$ cat config.mk
export PLATFORM = sky130hd
export DESIGN_NAME = spi_mem_arbiter_flat
export DESIGN_NICKNAME = d
export VERILOG_FILES = /design/src/rtl/m0_spi_pkg.sv /design/src/rtl/spi_mem_arbiter_if.sv /design/src/rtl/spi_frame_engine.sv /design/src/rtl/spi_mem_arbiter.sv /design/src/flat_wrapper.sv
export SDC_FILE = /design/constraint.sdc
export NUM_CORES = 1
export LEC_CHECK = 0
export ABC_CLOCK_PERIOD_IN_PS = 9710
export CORE_MARGIN = 1
export CORE_UTILIZATION = 55
export CTS_BUF_LIST = sky130_fd_sc_hd__clkbuf_8
export DETAILED_ROUTE_END_ITERATION = 8
export HOLD_SLACK_MARGIN = 0.03
export PLACE_DENSITY = 0.87
export SYNTH_ARGS = -nofsm -noshare
export SYNTH_HDL_FRONTEND = slang
export SYNTH_SLANG_ARGS = --single-unit
$ cat constraint.sdc
create_clock -name clk -period 9.71 [get_ports clk]
set_input_delay 2.4275 -clock clk [delete_from_list [all_inputs] [get_ports clk]]
set_output_delay 2.4275 -clock clk [all_outputs]
set_load 0.05 [all_outputs]
$ cat src/rtl/m0_spi_pkg.sv
// Shared definitions for the SPI memory arbiter slice.
// Contents:
//   FRAME_LEN       number of phases in one serial frame
//   phase_t         phase counter type
//   *_START/CLK_END phase boundaries of the frame layout
//   CMD_READ/WRITE  command bytes sent MSB first at the start of a frame
//   state_t         arbiter states
//   cmd_byte()      selects the command byte for a transfer direction
package m0_spi_pkg;

  localparam int FRAME_LEN = 84;

  typedef logic [6:0] phase_t;

  localparam phase_t CMD_START  = 7'd2;
  localparam phase_t ADDR_START = 7'd18;
  localparam phase_t DATA_START = 7'd50;
  localparam phase_t CLK_END    = 7'd81;
  localparam phase_t PHASE_LAST = phase_t'(FRAME_LEN - 1);

  localparam logic [7:0] CMD_READ  = 8'h03;
  localparam logic [7:0] CMD_WRITE = 8'h02;

  typedef enum logic [1:0] {
    IDLE,
    FRAME,
    ACK
  } state_t;

  function automatic logic [7:0] cmd_byte(input logic rnw);
    return rnw ? CMD_READ : CMD_WRITE;
  endfunction

endpackage

$ cat src/rtl/spi_mem_arbiter_if.sv
// Word-level request bus between the two requesters and the SPI memory
// arbiter.
// Signals:
//   rN_req/rN_rnw/rN_addr/rN_wdata  request from requester N (0 = core,
//                                   1 = UART loader), held until rN_ack
//   rN_ack                          one-cycle completion pulse
//   rdata                           read data, valid in the ack cycle
//   busy                            a frame is in progress
//   gnt_id                          requester owning the current/last frame
// Modports: master = requester side, slave = arbiter side.
interface spi_mem_arbiter_if;

  logic        r0_req;
  logic        r0_rnw;
  logic [15:0] r0_addr;
  logic [15:0] r0_wdata;
  logic        r0_ack;

  logic        r1_req;
  logic        r1_rnw;
  logic [15:0] r1_addr;
  logic [15:0] r1_wdata;
  logic        r1_ack;

  logic [15:0] rdata;
  logic        busy;
  logic        gnt_id;

  modport master (
    output r0_req, r0_rnw, r0_addr, r0_wdata,
    output r1_req, r1_rnw, r1_addr, r1_wdata,
    input  r0_ack, r1_ack, rdata, busy, gnt_id
  );

  modport slave (
    input  r0_req, r0_rnw, r0_addr, r0_wdata,
    input  r1_req, r1_rnw, r1_addr, r1_wdata,
    output r0_ack, r1_ack, rdata, busy, gnt_id
  );

endinterface

$ cat src/rtl/spi_frame_engine.sv
// On-demand generator for one 84-phase SPI memory frame.
// Ports:
//   clk, rst          clock, synchronous active-high reset
//   start             begin a frame (phase 0 in the following cycle)
//   rnw, addr, wdata  transfer parameters, stable for the whole frame
//   miso              serial data from the memory
//   done              high during the last phase of the frame
//   rdata             read word, loaded at the end of read frames only
//   cs0, cs1          chip selects, active-low (addr[15] picks cs1)
//   sclk, mosi        SPI clock and serial data out
// All pin outputs are registered; they are computed from the phase the
// counter is about to enter so the pins line up with the phase register.
module spi_frame_engine
  import m0_spi_pkg::*;
(
  input  logic        clk,
  input  logic        rst,
  input  logic        start,
  input  logic        rnw,
  input  logic [15:0] addr,
  input  logic [15:0] wdata,
  input  logic        miso,
  output logic        done,
  output logic [15:0] rdata,
  output logic        cs0,
  output logic        cs1,
  output logic        sclk,
  output logic        mosi
);

  logic        active;
  phase_t      phase;
  logic [15:0] rx_shift;

  logic        nxt_active;
  phase_t      phase_nxt;
  logic [7:0]  cmd_b;
  logic        pin_cs0;
  logic        pin_cs1;
  logic        pin_clk;
  logic        pin_mosi;

  // NOTE: every signal written here gets a default first, so no path leaves
  // it unassigned and no latch is inferred.
  always_comb begin
    done       = active && (phase == PHASE_LAST);
    nxt_active = start || (active && !done);
    phase_nxt  = start ? '0 : phase + 7'd1;
    cmd_b      = cmd_byte(rnw);

    pin_cs0  = 1'b1;
    pin_cs1  = 1'b1;
    pin_clk  = 1'b0;
    pin_mosi = 1'b0;

    if (nxt_active && phase_nxt >= CMD_START) begin
      pin_cs0 = addr[15];
      pin_cs1 = ~addr[15];
      if (phase_nxt <= CLK_END)
        pin_clk = phase_nxt[0];
      // Each data bit spans an even/odd phase pair, so indices use phase>>1
      // and MOSI only moves on even phases.
      if (phase_nxt < ADDR_START)
        pin_mosi = cmd_b[3'((ADDR_START - 7'd1 - phase_nxt) >> 1)];
      else if (phase_nxt < DATA_START - 7'd2)
        pin_mosi = addr[4'((phase_nxt - ADDR_START) >> 1)];
      else if (phase_nxt >= DATA_START && phase_nxt <= CLK_END && !rnw)
        pin_mosi = wdata[4'((phase_nxt - DATA_START) >> 1)];
    end
  end

  // NOTE: sequential state uses non-blocking assignments so every register
  // samples the values from before the edge.
  always_ff @(posedge clk) begin
    if (rst) begin
      active   <= 1'b0;
      phase    <= '0;
      rx_shift <= '0;
      rdata    <= '0;
      cs0      <= 1'b1;
      cs1      <= 1'b1;
      sclk     <= 1'b0;
      mosi     <= 1'b0;
    end else begin
      active <= nxt_active;
      if (nxt_active)
        phase <= phase_nxt;
      cs0  <= pin_cs0;
      cs1  <= pin_cs1;
      sclk <= pin_clk;
      mosi <= pin_mosi;
      // MISO is taken at the end of each odd (clock-high) data phase,
      // LSB first, so new bits enter at the top and move down.
      if (active && rnw && phase[0] && phase > DATA_START && phase <= CLK_END)
        rx_shift <= {miso, rx_shift[15:1]};
      // The visible word changes only when a read frame completes.
      if (done && rnw)
        rdata <= rx_shift;
    end
  end

endmodule

$ cat src/rtl/spi_mem_arbiter.sv
// Arbiter sharing one serial SPI memory bus (ROM on cs0, RAM on cs1)
// between requester 0 (core) and requester 1 (UART loader/debug).
// Parameters:
//   PRIO_FIXED  0 = round-robin on ties, 1 = requester 0 always wins ties
// Ports:
//   clk, rst             clock, synchronous active-high reset
//   bus                  request bus (slave side)
//   spi_cs0, spi_cs1     chip selects, active-low
//   spi_clk, spi_mosi    SPI clock and serial out
//   spi_miso             serial in
// Flow: IDLE picks a winner and latches its command, FRAME runs one serial
// frame in the engine, ACK pulses the winner's ack for one cycle.
module spi_mem_arbiter
  import m0_spi_pkg::*;
#(
  parameter bit PRIO_FIXED = 1'b0
) (
  input  logic             clk,
  input  logic             rst,
  spi_mem_arbiter_if.slave bus,
  output logic             spi_cs0,
  output logic             spi_cs1,
  output logic             spi_clk,
  output logic             spi_mosi,
  input  logic             spi_miso
);

  state_t      state;
  state_t      state_nxt;
  logic        last_gnt;
  logic        gnt_q;
  logic        ack0_q;
  logic        ack1_q;
  logic        busy_q;
  logic        lat_rnw;
  logic [15:0] lat_addr;
  logic [15:0] lat_wdata;

  logic        win;
  logic        grant;
  logic        frame_done;
  logic [15:0] eng_rdata;

  always_comb begin
    // A lone requester wins; on a tie the requester not served last wins,
    // unless requester 0 has fixed priority.
    win = bus.r1_req;
    if (bus.r0_req && bus.r1_req)
      win = PRIO_FIXED ? 1'b0 : ~last_gnt;

    grant     = 1'b0;
    state_nxt = state;
    case (state)
      IDLE: begin
        if (bus.r0_req || bus.r1_req) begin
          grant     = 1'b1;
          state_nxt = FRAME;
        end
      end
      FRAME:   if (frame_done) state_nxt = ACK;
      ACK:     state_nxt = IDLE;
      default: state_nxt = IDLE;
    endcase
  end

  always_ff @(posedge clk) begin
    if (rst) begin
      state     <= IDLE;
      last_gnt  <= 1'b1;
      gnt_q     <= 1'b0;
      ack0_q    <= 1'b0;
      ack1_q    <= 1'b0;
      busy_q    <= 1'b0;
      lat_rnw   <= 1'b0;
      lat_addr  <= '0;
      lat_wdata <= '0;
    end else begin
      state  <= state_nxt;
      busy_q <= (state_nxt != IDLE);
      ack0_q <= (state == FRAME) && frame_done && !gnt_q;
      ack1_q <= (state == FRAME) && frame_done && gnt_q;
      if (grant) begin
        last_gnt  <= win;
        gnt_q     <= win;
        lat_rnw   <= win ? bus.r1_rnw   : bus.r0_rnw;
        lat_addr  <= win ? bus.r1_addr  : bus.r0_addr;
        lat_wdata <= win ? bus.r1_wdata : bus.r0_wdata;
      end
    end
  end

  assign bus.r0_ack = ack0_q;
  assign bus.r1_ack = ack1_q;
  assign bus.busy   = busy_q;
  assign bus.gnt_id = gnt_q;
  assign bus.rdata  = eng_rdata;

  // The engine starts on the grant edge; its first two phases keep the pins
  // idle, so the latched command is in place before it is needed.
  spi_frame_engine u_engine (
    .clk   (clk),
    .rst   (rst),
    .start (grant),
    .rnw   (lat_rnw),
    .addr  (lat_addr),
    .wdata (lat_wdata),
    .miso  (spi_miso),
    .done  (frame_done),
    .rdata (eng_rdata),
    .cs0   (spi_cs0),
    .cs1   (spi_cs1),
    .sclk  (spi_clk),
    .mosi  (spi_mosi)
  );

endmodule

$ cat src/flat_wrapper.sv
// flat-port wrapper written by rule: the top's interface ports become plain ports
module spi_mem_arbiter_flat import m0_spi_pkg::*;
#(
  parameter bit PRIO_FIXED = 1'b0
)
  (clk, rst, spi_cs0, spi_cs1, spi_clk, spi_mosi, spi_miso, bus_r0_req, bus_r0_rnw, bus_r0_addr, bus_r0_wdata, bus_r1_req, bus_r1_rnw, bus_r1_addr, bus_r1_wdata, bus_r0_ack, bus_r1_ack, bus_rdata, bus_busy, bus_gnt_id);
  spi_mem_arbiter_if bus_i ();
  input  logic clk;
  input  logic rst;
  output logic spi_cs0;
  output logic spi_cs1;
  output logic spi_clk;
  output logic spi_mosi;
  input  logic spi_miso;
  input wire logic [$bits(bus_i.r0_req)-1:0] bus_r0_req;
  input wire logic [$bits(bus_i.r0_rnw)-1:0] bus_r0_rnw;
  input wire logic [$bits(bus_i.r0_addr)-1:0] bus_r0_addr;
  input wire logic [$bits(bus_i.r0_wdata)-1:0] bus_r0_wdata;
  input wire logic [$bits(bus_i.r1_req)-1:0] bus_r1_req;
  input wire logic [$bits(bus_i.r1_rnw)-1:0] bus_r1_rnw;
  input wire logic [$bits(bus_i.r1_addr)-1:0] bus_r1_addr;
  input wire logic [$bits(bus_i.r1_wdata)-1:0] bus_r1_wdata;
  output wire logic [$bits(bus_i.r0_ack)-1:0] bus_r0_ack;
  output wire logic [$bits(bus_i.r1_ack)-1:0] bus_r1_ack;
  output wire logic [$bits(bus_i.rdata)-1:0] bus_rdata;
  output wire logic [$bits(bus_i.busy)-1:0] bus_busy;
  output wire logic [$bits(bus_i.gnt_id)-1:0] bus_gnt_id;
  assign bus_i.r0_req = bus_r0_req;
  assign bus_i.r0_rnw = bus_r0_rnw;
  assign bus_i.r0_addr = bus_r0_addr;
  assign bus_i.r0_wdata = bus_r0_wdata;
  assign bus_i.r1_req = bus_r1_req;
  assign bus_i.r1_rnw = bus_r1_rnw;
  assign bus_i.r1_addr = bus_r1_addr;
  assign bus_i.r1_wdata = bus_r1_wdata;
  assign bus_r0_ack = bus_i.r0_ack;
  assign bus_r1_ack = bus_i.r1_ack;
  assign bus_rdata = bus_i.rdata;
  assign bus_busy = bus_i.busy;
  assign bus_gnt_id = bus_i.gnt_id;
  spi_mem_arbiter #(.PRIO_FIXED(PRIO_FIXED)) u_core (.clk(clk), .rst(rst), .bus(bus_i), .spi_cs0(spi_cs0), .spi_cs1(spi_cs1), .spi_clk(spi_clk), .spi_mosi(spi_mosi), .spi_miso(spi_miso));
endmodule
# Word level (Yosys, flattened, before mapping)
# Cells that the tools add are included.
[totals]
elab_cells = 80
ff_bits = 84
[op_classes]
reduce_logical = 23
addsub = 4
n_bitwise = 4
eq_ne = 2
magnitude_cmp = 10
n_mux = 20
[op_table]
columns = ["cell", "count"]
rows = [
  ["16-bit two-way mux", 2],
  ["7-bit less-or-equal comparator (second input constant)", 2],
  ["1-bit logical AND", 14],
  ["1-bit two-way mux", 11],
  ["4-bit by 5-bit < comparator with 1-bit output (second input constant)", 2],
  ["5-bit subtractor (second input constant)", 2],
  ["1-bit binary-select mux with 4-bit select", 2],
  ["7-bit by 1-bit adder with 7-bit output (second input constant)", 1],
  ["7-bit equality test (second input constant)", 1],
  ["7-bit by 2-bit greater-or-equal comparator with 1-bit output (second input constant)", 1],
  ["7-bit by 6-bit greater-or-equal comparator with 1-bit output (second input constant)", 1],
  ["7-bit by 6-bit greater-than comparator with 1-bit output (second input constant)", 1],
  ["7-bit by 5-bit < comparator with 1-bit output (second input constant)", 1],
  ["7-bit by 6-bit < comparator with 1-bit output (second input constant)", 1],
  ["7-bit two-way mux", 1],
  ["3-bit by 4-bit < comparator with 1-bit output (second input constant)", 1],
  ["2-bit two-way mux", 2],
  ["1-bit inverter", 4],
  ["2-bit case mux with 2 select lines", 1],
  ["1-bit by 4-bit subtractor with 4-bit output (first input constant)", 1],
  ["1-bit binary-select mux with 3-bit select", 1],
  ["1-bit logical NOT", 3],
  ["3-bit OR reduction", 1],
  ["2-bit by 1-bit equality test with 1-bit output (second input constant)", 1],
  ["4 further kinds", 5],
]

# Logic depth before layout (Yosys ltp)
[depth]
ltp_word = 10
mapped_depth = 14
ltp_nobuf = 12

# Cells and area by module
# From an unflattened synthesis, not the netlist that was laid out.
[unflattened]
cells_unflattened = 509
hier_area_um2 = 4554.4
[by_module_without_submodules]
columns = ["module", "cells_each", "seq_area_each_um2", "instances", "area_per_inst_um2"]
rows = [
  ["spi_frame_engine", 295, 880.8, 1, 2514.9],
  ["spi_mem_arbiter", 214, 800.8, 1, 2039.5],
]

# Least setup slack after synthesis
# OpenSTA, ideal clock, no wires.
[synth_path]
kind = "input to register"
start = "input port bus_r1_req"
end = "register u_core.u_engine.mosi"
arrival_ns = 5.378
path_buffers = 4
stages = 11
setup_slack_ns = 4.203
cell_sequence = "o21a_1 > clkbuf_1 > buf_2 > buf_1 > or2_2 > ha_1 > clkbuf_1 > mux4_2 > mux4_2 > nand4b_1 > a311oi_1"
[synth_via]
elab_chain_cells = 10
word_cells_on_any_way = 27
[synth_rtl]
columns = ["item", "line", "text"]
rows = [
  ["from (decl)", "flat_wrapper.sv:19", "input wire logic [$bits(bus_i.r1_req)-1:0] bus_r1_req;"],
  ["1-bit logical OR (*)", "spi_mem_arbiter.sv:55", "if (bus.r0_req || bus.r1_req) begin"],
  ["1-bit two-way mux (*)", "spi_mem_arbiter.sv:55", ""],
  ["1-bit two-way mux (*)", "spi_mem_arbiter.sv:53", "case (state)"],
  ["7-bit two-way mux", "spi_frame_engine.sv:48", "phase_nxt = start ? '0 : phase + 7'd1;"],
  ["5-bit subtractor, or another cell as far along", "spi_frame_engine.sv:66, spi_frame_engine.sv:68", ""],
  ["1-bit binary-select mux with 4-bit select / 1-bit logical AND (equally long branches)", "spi_frame_engine.sv:68, spi_frame_engine.sv:67", ""],
  ["1-bit two-way mux (implied by the code) / 1-bit logical AND (equally long branches)", "spi_frame_engine.sv:68, spi_frame_engine.sv:67", ""],
  ["1-bit two-way mux", "spi_frame_engine.sv:67", "else if (phase_nxt >= DATA_START && phase_nxt <= CLK_END && !rnw)"],
  ["1-bit two-way mux", "spi_frame_engine.sv:65", "else if (phase_nxt < DATA_START - 7'd2)"],
  ["1-bit two-way mux", "spi_frame_engine.sv:63", "if (phase_nxt < ADDR_START)"],
  ["to (signal assigned)", "spi_frame_engine.sv:91", "mosi <= pin_mosi;"],
  ["to (decl)", "spi_frame_engine.sv:28", "output logic mosi"],
]
# Every way passes the cells marked *; elsewhere a longest branch is shown, timed or not. The select of a mux whose other input is x is not followed.
# A chain may end at the register's enable or synchronous reset.

# Worst setup path in the final report
[layout_path]
start = "input port bus_r0_req"
end = "register u_core.u_engine.mosi"
[layout_via]
elab_chain_cells = 10
word_cells_on_any_way = 27
[layout_rtl]
columns = ["item", "line", "text"]
rows = [
  ["from (decl)", "flat_wrapper.sv:15", "input wire logic [$bits(bus_i.r0_req)-1:0] bus_r0_req;"],
  ["1-bit logical OR (*)", "spi_mem_arbiter.sv:55", ""],
  ["1-bit two-way mux (*)", "spi_mem_arbiter.sv:55", ""],
  ["1-bit two-way mux (*)", "spi_mem_arbiter.sv:53", ""],
  ["7-bit two-way mux", "spi_frame_engine.sv:48", ""],
  ["5-bit subtractor, or another cell as far along", "spi_frame_engine.sv:66, spi_frame_engine.sv:68", ""],
  ["1-bit binary-select mux with 4-bit select / 1-bit logical AND (equally long branches)", "spi_frame_engine.sv:68, spi_frame_engine.sv:67", ""],
  ["1-bit two-way mux (implied by the code) / 1-bit logical AND (equally long branches)", "spi_frame_engine.sv:68, spi_frame_engine.sv:67", ""],
  ["1-bit two-way mux", "spi_frame_engine.sv:67", ""],
  ["1-bit two-way mux", "spi_frame_engine.sv:65", ""],
  ["1-bit two-way mux", "spi_frame_engine.sv:63", ""],
]
# Marked as above.

==> results.cfg <==
[yosys]
synth_commonest_cells = dfxtp_1, nor2_1, mux2i_1, a211oi_1, clkbuf_1
yosys.area.top_type = dfxtp_1
synth_ff_type = dfxtp_1
ys_seq_area_frac = 0.428
synthesis.nets = 480
synth_warnings = 0
yosysMostFrequentCell = dfxtp_1
synthCells = 403
synth_top_area_frac = 0.428
synth_seq_cells = 84
async_flop_share = 0
avgSynthCellArea_um2 = 9.75
ys_types = 46
synth-edff-count = 0
synthTopCellsByArea = dfxtp_1, mux2i_1, nor2_1
synthesis.area_um2 = 3930

[grt]
antenna_found_initial = 0
grt_use_total = 0.239
grt_pass1_vias = 3138
overflow = 0
grt_pass1_wl_mm = 14.0
grt_max_degree = 85

[critical_path]
path_class = in -> reg
cp.arrival_ps = 6120
crit_chain = clkdlybuf4s50_1, o21a_2, buf_4, nor2_1, ha_1, mux4_2, mux4_2, nand4b_1, a311oi_1
path_common_cell = mux4_2
slowest_delay_ps = 710
cp.buffers_inverters = 2
r2r_cells = 8
crit_family = buffers and inverters
start_kind = input pin
worstPathRequired_ps = 9930
worstSetupEndpointType = register
worstSetupPathDepth = 9
path_max_fanout = 84
crit_slowest_cell = ha_1

[clock_tree]
cts_sinks = 84
cts_root_buffer = clkbuf_8
cts_tree = built
post_cts_buffers = 0
clock_latency_ps = 350
clk_pin_slew_ps = 80
cts_hold_buf = 0
htreeDepth = 3
cts_resized = 0
numCtsBuffers = 9
clk_path_buf_depth = 2

[drt]
vias = 3157
drc_errors = 0
drt_iter0_drc = 140
dr.pass1.iters = 4
routedWlPerCell_um = 14.4
viasPerCell = 5.43
ant_nets = 0
wirelength_mm = 8.39

[status]
status = finished clean

[floorplan]
start_util = 0.575
rows = 30
dieHeight_um = 86.5
die_area_um2 = 7480
die_w_um = 86.5
io_pins = 95
core_um2 = 6830

[min_path]
hold_depth = 1
hp-class = reg -> reg

[place]
dp_cells = 565
dp_hpwl_mm = 6.06
post-place-ws_ps = 3450
gp_congestion = 0.919
io_buffers = 94
dpl_cell_area_um2 = 4880

[timing]
skew_ps = 11.4
finalSetupTns_ps = 0
hold_viol_final = 0
setup_slack_ps = 3810
worstMarginPinSlew_ps = 900
setup_violations = 0
period_minus_slack_ps = 5900
maxSlewViolCount = 0
fmax_mhz = 169
rsz0062_at_grt = false
relSlewSlack = 0.399
min_period_over_period = 0.608

[finish]
drive_gt1_frac = 0.0907
seq_area_um2 = 1680
antenna_cells = 0
fin_cells = 581
stdcell_area_um2 = 5070
n_fill_cell = 506
final_nets = 557
multi_input_area_um2 = 2090
area_delta_synth_final_pct = 29.0

[power]
power.density_nw_per_um2 = 142
total_power_uw = 719
vdd_drop_max_uv = 79.0
leakagePower_nw = 2.08

[job]
cap_violations = 0
final timing paths:
check	start	to	slack [ps]
worst min register to register	u_core.lat_addr[15]	u_core.u_engine.cs1	490
worst max register to register	u_core.u_engine.phase[0]	u_core.u_engine.mosi	5940
worst min-delay path	u_core.lat_addr[15]	u_core.u_engine.cs1	490
worst max-delay path	bus_r0_req	u_core.u_engine.mosi	3810
state kept, by name, indices dropped and copies added (netlist names):
name / cells
u_core.bus.busy: 1
u_core.bus.gnt_id: 1
u_core.bus.r0_ack: 1
u_core.bus.r1_ack: 1
u_core.last_gnt: 1
u_core.lat_addr: 16
u_core.lat_rnw: 1
u_core.lat_wdata: 16
u_core.state: 2
u_core.u_engine.active: 1
u_core.u_engine.cs0: 1
u_core.u_engine.cs1: 1
u_core.u_engine.mosi: 1
u_core.u_engine.phase: 7
u_core.u_engine.rdata: 16
u_core.u_engine.rx_shift: 16
u_core.u_engine.sclk: 1
layout make-up:
type	instances	share of cell area
Clock inverter	6	0.00938
Clock buffer	10	0.0272
Inverter	8	0.00592
Timing Repair Buffer	97	0.189
Multi-Input combinational cell	280	0.413
Sequential cell	84	0.332
Tap cell	96	0.0237
worst reg2reg max path, stage by stage (launching register included):
cell and delay [ps]:
dfxtp_1 590, inv_1 150, ha_1 400, nor2_1 700, ha_1 570, mux4_2 560
mux4_2 470, nand4b_1 120, a311oi_1 90
stage by stage:
stage          utilization  hold slack (ps)
2_1_floorplan            -              403
3_3_place_gp         0.715              442
3_5_place_dp         0.715              460
4_1_cts              0.742              474
5_1_grt              0.742              505
6_report             0.742              486
cells in the final DEF, fill, tap and decap left out, types with 3 or more instances in the layout:
master,n
clkinvlp_4,3
dfxtp_1,84
inv_1,8
mux4_2,9
a31oi_1,4
a211oi_1,34
or2_2,4
a21oi_1,6
xor2_1,7
nand3_1,7
ha_1,6
nor3_1,7
o21ai_0,7
buf_4,3
nor2_1,72
clkdlybuf4s50_1,93
nand4_1,4
clkbuf_8,10
xnor2_1,5
nand2_1,10
mux2i_1,65
power by group:
part	total (mW)	internal [mW]	leakage [nW]	switching [mW]
sequential	0.373	0.361	0.687	0.0120
clock	0.228	0.101	0.0864	0.127
combinational	0.118	0.0640	1.31	0.0536
cell families (layout without fill, tap and decap cells):
logic type                 Yosys count  after routing  synth area share
AOI/OAI and AO/OA                   66             66             0.118
xor gates and xnor gates            14             14            0.0350
adders and majority gates            6              6            0.0191
buffers and inverters               39            121            0.0424
DFF                                 84             84             0.428
muxes                               76             76             0.224
and+or+nand+nor                    118            118             0.134
per-layer routing:
| metal | global-route usage | up-vias | routed length (um) |
|---|---|---|---|
| met1 | 0.285 | 1473 | 3500 |
| met4 | 0.0803 | 0 | 110 |
| met5 | 0 | - | 0 |
| met2 | 0.429 | 93 | 4390 |
| li1 | - | 1581 | - |
| met3 | 0.0476 | 10 | 379 |
Note: power is estimated with default switching activity, not from simulation.
